[src/rtl/kbd_event_pkg.sv]
// Shared definitions for the keyboard event decoder: scan-code constants,
// prefix FSM encoding and the queued event record.
package kbd_event_pkg;

  localparam logic [7:0] SC_EXT    = 8'hE0;
  localparam logic [7:0] SC_BRK    = 8'hF0;
  localparam logic [7:0] SC_LSHIFT = 8'h12;
  localparam logic [7:0] SC_RSHIFT = 8'h59;

  typedef enum logic [1:0] {
    IDLE    = 2'd0,
    EXT     = 2'd1,
    BRK     = 2'd2,
    EXT_BRK = 2'd3
  } state_t;

  typedef struct packed {
    logic       make;
    logic       ext;
    logic [7:0] code;
    logic [7:0] ascii;
  } kbd_ev_t;

endpackage

[src/rtl/kbd_event_scan_to_ascii.sv]
// Combinational set-2 scan code to ASCII lookup; unmapped codes give 8'h00.
module scan_to_ascii (
  input  logic [7:0] code,
  input  logic       shifted,
  output logic [7:0] ascii
);

  logic [7:0] base;

  always_comb begin
    base  = shifted ? 8'h41 : 8'h61;
    ascii = 8'h00;
    case (code)
      8'h1C: ascii = base + 8'd0;
      8'h32: ascii = base + 8'd1;
      8'h21: ascii = base + 8'd2;
      8'h23: ascii = base + 8'd3;
      8'h24: ascii = base + 8'd4;
      8'h2B: ascii = base + 8'd5;
      8'h34: ascii = base + 8'd6;
      8'h33: ascii = base + 8'd7;
      8'h43: ascii = base + 8'd8;
      8'h3B: ascii = base + 8'd9;
      8'h42: ascii = base + 8'd10;
      8'h4B: ascii = base + 8'd11;
      8'h3A: ascii = base + 8'd12;
      8'h31: ascii = base + 8'd13;
      8'h44: ascii = base + 8'd14;
      8'h4D: ascii = base + 8'd15;
      8'h15: ascii = base + 8'd16;
      8'h2D: ascii = base + 8'd17;
      8'h1B: ascii = base + 8'd18;
      8'h2C: ascii = base + 8'd19;
      8'h3C: ascii = base + 8'd20;
      8'h2A: ascii = base + 8'd21;
      8'h1D: ascii = base + 8'd22;
      8'h22: ascii = base + 8'd23;
      8'h35: ascii = base + 8'd24;
      8'h1A: ascii = base + 8'd25;
      // Digits ignore shift: symbols on the number row are not decoded.
      8'h45: ascii = 8'h30;
      8'h16: ascii = 8'h31;
      8'h1E: ascii = 8'h32;
      8'h26: ascii = 8'h33;
      8'h25: ascii = 8'h34;
      8'h2E: ascii = 8'h35;
      8'h36: ascii = 8'h36;
      8'h3D: ascii = 8'h37;
      8'h3E: ascii = 8'h38;
      8'h46: ascii = 8'h39;
      8'h29: ascii = 8'h20;
      8'h5A: ascii = 8'h0D;
      8'h66: ascii = 8'h08;
      default: ascii = 8'h00;
    endcase
  end

endmodule

[src/rtl/kbd_event.sv]
// Keyboard event decoder: strips E0/F0 prefixes, filters typematic repeats,
// tracks shift, translates to ASCII and queues events in a small FIFO.
module kbd_event
  import kbd_event_pkg::*;
#(
  parameter int DEPTH = 4
) (
  input  logic       clk,
  input  logic       reset,
  input  logic       scan_valid,
  input  logic [7:0] scan_data,
  output logic       ev_valid,
  input  logic       ev_ready,
  output logic       ev_make,
  output logic       ev_ext,
  output logic [7:0] ev_code,
  output logic [7:0] ev_ascii,
  output logic [7:0] press_count,
  output logic       overflow
);

  localparam int AW = $clog2(DEPTH);
  localparam logic [AW:0] FULL_CNT = DEPTH[AW:0];

  state_t     state;
  logic       lshift, rshift;
  logic       held_vld, held_ext;
  logic [7:0] held_code;
  kbd_ev_t    mem [DEPTH];
  logic [AW-1:0] rd_ptr, wr_ptr;
  logic [AW:0]   count;

  logic       formed, new_make, new_ext, shifted, held_match, is_repeat, emit;
  logic       full, pop, push;
  logic [7:0] lut_ascii;
  kbd_ev_t    new_ev;

  scan_to_ascii u_lut (
    .code   (scan_data),
    .shifted(shifted),
    .ascii  (lut_ascii)
  );

  always_comb begin
    formed     = scan_valid && (scan_data != SC_EXT) && (scan_data != SC_BRK);
    new_make   = !((state == BRK) || (state == EXT_BRK));
    new_ext    = (state == EXT) || (state == EXT_BRK);
    shifted    = lshift | rshift;
    held_match = held_vld && (held_ext == new_ext) && (held_code == scan_data);
    is_repeat  = new_make && held_match;
    emit       = formed && !is_repeat;
    new_ev.make  = new_make;
    new_ev.ext   = new_ext;
    new_ev.code  = scan_data;
    new_ev.ascii = new_ext ? 8'h00 : lut_ascii;
  end

  // Handshake: the head entry transfers on any cycle where ev_valid and
  // ev_ready are both high; ev_ready while empty is ignored. A push into a
  // full FIFO is accepted only when that same cycle also pops.
  always_comb begin
    full = (count == FULL_CNT);
    pop  = ev_valid && ev_ready;
    push = emit && (!full || pop);
  end

  always_ff @(posedge clk) begin
    if (reset) begin
      state <= IDLE;
    end else if (scan_valid) begin
      if (scan_data == SC_EXT) begin
        state <= (state == EXT_BRK) ? EXT_BRK : EXT;
      end else if (scan_data == SC_BRK) begin
        state <= (state == EXT || state == EXT_BRK) ? EXT_BRK : BRK;
      end else begin
        state <= IDLE;
      end
    end
  end

  always_ff @(posedge clk) begin
    if (reset) begin
      lshift      <= 1'b0;
      rshift      <= 1'b0;
      held_vld    <= 1'b0;
      held_ext    <= 1'b0;
      held_code   <= 8'h00;
      press_count <= 8'h00;
      overflow    <= 1'b0;
    end else begin
      if (formed && !new_ext && scan_data == SC_LSHIFT) lshift <= new_make;
      if (formed && !new_ext && scan_data == SC_RSHIFT) rshift <= new_make;
      if (emit && new_make) begin
        held_vld    <= 1'b1;
        held_ext    <= new_ext;
        held_code   <= scan_data;
        press_count <= press_count + 8'd1;
      end else if (formed && !new_make && held_match) begin
        held_vld <= 1'b0;
      end
      if (emit && full && !pop) overflow <= 1'b1;
    end
  end

  always_ff @(posedge clk) begin
    if (reset) begin
      rd_ptr <= '0;
      wr_ptr <= '0;
      count  <= '0;
      for (int i = 0; i < DEPTH; i++) mem[i] <= '0;
    end else begin
      if (push) begin
        mem[wr_ptr] <= new_ev;
        wr_ptr      <= wr_ptr + 1'b1;
      end
      if (pop) rd_ptr <= rd_ptr + 1'b1;
      case ({push, pop})
        2'b10:   count <= count + 1'b1;
        2'b01:   count <= count - 1'b1;
        default: count <= count;
      endcase
    end
  end

  always_comb begin
    ev_valid = (count != '0);
    ev_make  = mem[rd_ptr].make;
    ev_ext   = mem[rd_ptr].ext;
    ev_code  = mem[rd_ptr].code;
    ev_ascii = mem[rd_ptr].ascii;
  end

endmodule

[config.mk]
export PLATFORM = sky130hd
export DESIGN_NAME = kbd_event
export DESIGN_NICKNAME = d
export VERILOG_FILES = /design/src/rtl/kbd_event_pkg.sv /design/src/rtl/kbd_event_scan_to_ascii.sv /design/src/rtl/kbd_event.sv
export SDC_FILE = /design/constraint.sdc
export NUM_CORES = 1
export LEC_CHECK = 0
export ABC_AREA = 1
export CAP_MARGIN = 30
export CORE_AREA = 5 5 142 178
export DETAILED_ROUTE_END_ITERATION = 8
export DIE_AREA = 0 0 147 183
export GPL_TIMING_DRIVEN = 0
export SYNTH_ARGS = -nofsm -noshare
export SYNTH_HDL_FRONTEND = slang
export SYNTH_HIERARCHICAL = 1
export SYNTH_SLANG_ARGS = --single-unit
[constraint.sdc]
create_clock -name clk -period 4.35 [get_ports clk]
set_input_delay 0.6525 -clock clk [delete_from_list [all_inputs] [get_ports clk]]
set_output_delay 0.6525 -clock clk [all_outputs]
set_load 0.02 [all_outputs]
==> summary.md <==
| Metric | Value |
|---|---|
| DIE AREA | 26,900 um2 |
| Mux share of post-synthesis cell area | 0 |
| Fmax | approximately 290 MHz |
| Period minus WS final | approximately 3.5 ns |
| Main combinational cell family by area after synthesis | simple AND/OR/NAND/NOR gates |
| # rows | 63 |
| Unrepaired setup endpoints after global routing | false |
| Core area | 23,400 um2 |
| Commonest non-fill, non-tap cell in the layout | nor2_1 |
| Max rail drop VDD | ~0.16 mV |
| Vias in the first global route | ~4,600 |
| Dpl hpwl | 10,800 um |
| Via-per-instance ratio | about 4.4 |
| Initial core utilization | 0.244 |
| Status | complete, no violations |
| Final setup viols | 0 |
| Pins Over Slew Limit | 0 |
| Highest routed layer | met4 |
| Most frequent CP cell | nand3_4 |
| Total track usage | 0.109 |
| Gpl congestion | between 0.8 and 0.9 |
| Root Driver | clkbuf_16 |
| Compound-gate portion of the synthesized area | 0.103 |
| Mapped Nets | between 700 and 800 |
| CP delay by family, top | simple AND/OR/NAND/NOR gates |
| DR WL/cell | roughly 14 um |
| Finished Layout Cells | around 1,100 |
| Most used cells in the layout excluding fill and tap cells | 158 x nor2_1, 108 x nand2_1, 74 x inv_1, 72 x edfxtp_1, 49 x o21ai_0 |
| Critical path's slowest cell | clkdlybuf4s50_1 |
| Total CTS buffers | 9 |
| CTS tree | yes |
| Antenna cells | 0 |
| Adder-Cell Fraction of Synth Area | 0.0101 |
| Fraction of the mapped netlist area in simple logic gates | 0.301 |
| Hold crit path type | reg2reg |
| Min setup slack post-route | ~0.86 ns |
| Area grow syn2layout | 19.1% |
| H-tree levels | 3 |
| Chip Height | around 180 um |
| Setup WS pre-CTS | 0.437 ns |
| Nets | 770 |
| Worst-path clk slew | ~0.060 ns |
| Worst Clk Skew | roughly 0.012 ns |
| Initial antenna violation count | 0 |
| Seq/Total Area, Yosys | 0.490 |
| Crit path DAT | between 3 and 4 ns |
| # fillers | around 2,500 |
| Setup crit start kind | input pin |
| DIE WIDTH | around 150 um |
| Wire length on met3 | roughly 540 um |
| Postcts setup bufs | 0 |
| Layout cells sized above 1 | 0.117 |
| Ordered list of cells on the worst path | clkdlybuf4s50_1 -> nor2_1 -> nand3_1 -> nand2_2 -> nor2_8 -> nand3_4 -> nor2_4 -> nand3_4 -> buf_6 -> nand2_1 |
| Max-cap violations | 0 |
| Port-buffer cells | 38 |
| Least-Margin Pin Slew | ~0.87 ns |
| Slowest Stage Delay on Critical Path | just over 0.8 ns |
| Ports | 40 |
| CP Capture Type | flip-flop |
| Antenna viol nets, final | 0 |
| Met2 WL post-DR | ~7500 um |
| Leakage | roughly 2.7 nW |
| Fin crit share | 0.803 |
| Number of remaining DRC errors | 0 |
| Clock latency on the worst-skew pair | 0.35 ns |
| WS Path Type | in2reg |
| Largest net degree at the start of global routing | 19 |
| First-pass GRT wire length | between 20,000 and 25,000 um |
| DR iter-0 viols | roughly 340 |
| Number of cells upsized or downsized after cts | 0 |
| Gate count of the mapped netlist | 704 |
| Clock sinks | ~100 |
| Pwr dens | around 430 nW/um2 |
| CTS Hold Bufs | 0 |
| Total power | just under 0.003 W |
| Seq cells post-synth | around 100 |
| CP required | between 4 and 5 ns |
| Drt first pass iters | 4 |
| Worst relative slew slack | 0.418 |
| Dpl cells | a little over 1,000 |
| WL met1 | roughly 6500 um |
| Syn Area/Cell | between 8 and 9 um2 |
| GR Overflow Total | 0 |
| CTS Buffer Depth | 2 |
| Synthesis Warnings | 6 |
| Drt total wl | between 10,000 and 15,000 um |
| Vias | roughly 4,700 |
| Crit Path Max Fanout | 18 |
| Synth cell types | 42 |
| Buffers and inverters on the worst path | 2 |
| Synth Area in XOR/XNOR | 0.0169 |
| Final hold violations | 0 |
| Post-Syn Area | between 5000 and 6000 um2 |
[Yosys cell counts (all sizes together)]
cell type | number | area, um2
xor2 | 5 | 43.8
o211ai | 4 | 30.0
edfxtp | 72 | 2160
nor2 | 185 | 816
a21oi | 29 | 149
fa | 1 | 20.0
dfxtp | 32 | 641
nor3 | 4 | 25.0
o22ai | 18 | 113
o21ai | 56 | 284
buf | 7 | 46.3
and2 | 1 | 6.26
nand2 | 124 | 531
nand3 | 26 | 178
ha | 3 | 37.5
xnor2 | 6 | 52.6
nor3b | 3 | 27.5
nand4 | 17 | 113
inv | 85 | 319
clkbuf | 17 | 63.8
clkinv | 4 | 20.0
nor4 | 2 | 12.5
o21a | 2 | 15.0
and3 | 1 | 11.3
[cell families (layout without fill, tap and decap cells)]
family                   count (synthesis)  count (layout)
adder cells (fa/ha/maj)                  4               4
AO/OA/AOI/OAI                          109             109
XOR/XNOR                                11              11
AND/OR/NAND/NOR                        363             363
buffers and inverters                  113             168
flip-flops                             104             104
[where the power goes]
part | internal, W | switching [W]
registers | 0.00116 | 0.0000323
clock network | 0.000470 | 0.000378
logic | 0.000308 | 0.000563
total | 0.00194 | 0.000972
[layout make-up]
cell class / instances / area [um2] / share of cell area
Buffer: 24 / 110 / 0.0162
Sequential cell: 104 / 2800 / 0.412
Timing Repair Buffer: 39 / 408 / 0.0599
Tap cell: 292 / 365 / 0.0537
Inverter: 89 / 339 / 0.0498
Multi-Input combinational cell: 487 / 2470 / 0.363
Clock buffer: 10 / 239 / 0.0351
Clock inverter: 6 / 73.8 / 0.0108
[flip-flops by register name, indices dropped and copies added (netlist names), named ones only]
| signal | count |
|---|---|
| mem | 72 |
| held_code | 8 |
| press_count | 8 |
| count | 3 |
| rd_ptr | 2 |
| state | 2 |
| wr_ptr | 2 |
| held_ext | 1 |
| held_vld | 1 |
| lshift | 1 |
| overflow | 1 |
| rshift | 1 |
[per-layer routing]
metal / GRT usage / vias up
li1: - / 2419
met4: 0.0287 / 0
met2: 0.195 / 86
met3: 0.0185 / 8
met5: 0 / -
met1: 0.136 / 2161
[tightest hold or removal path, cell delays in order (launching register included)]
cell,delay (ns)
dfxtp_1,0.30
inv_1,0.06
a21oi_1,0.06
[stage by stage]
stage               cell area (um2)  utilization  hold WS (ns)  setup TNS [ns]
global route                   6810        0.291         0.480               0
finish                         6810        0.291         0.461               0
floorplan                      5720            -         0.429               0
detailed placement             6490        0.277         0.451               0
CTS                            6810        0.291         0.461               0
global placement               6460        0.276         0.445          -11.78
[path summary, 6_finish.rpt]
path                                    from    endpoint  slack [ns]  cells after the start
worst max register to register      state[0]  mem[0][14]        1.67                     12
worst min register to register        rshift      rshift        0.46                      2
worst min-delay path                  rshift      rshift        0.46                      2
worst max-delay path            scan_data[1]  mem[0][14]        0.86                     10
Power figures use the tool's default switching activity.
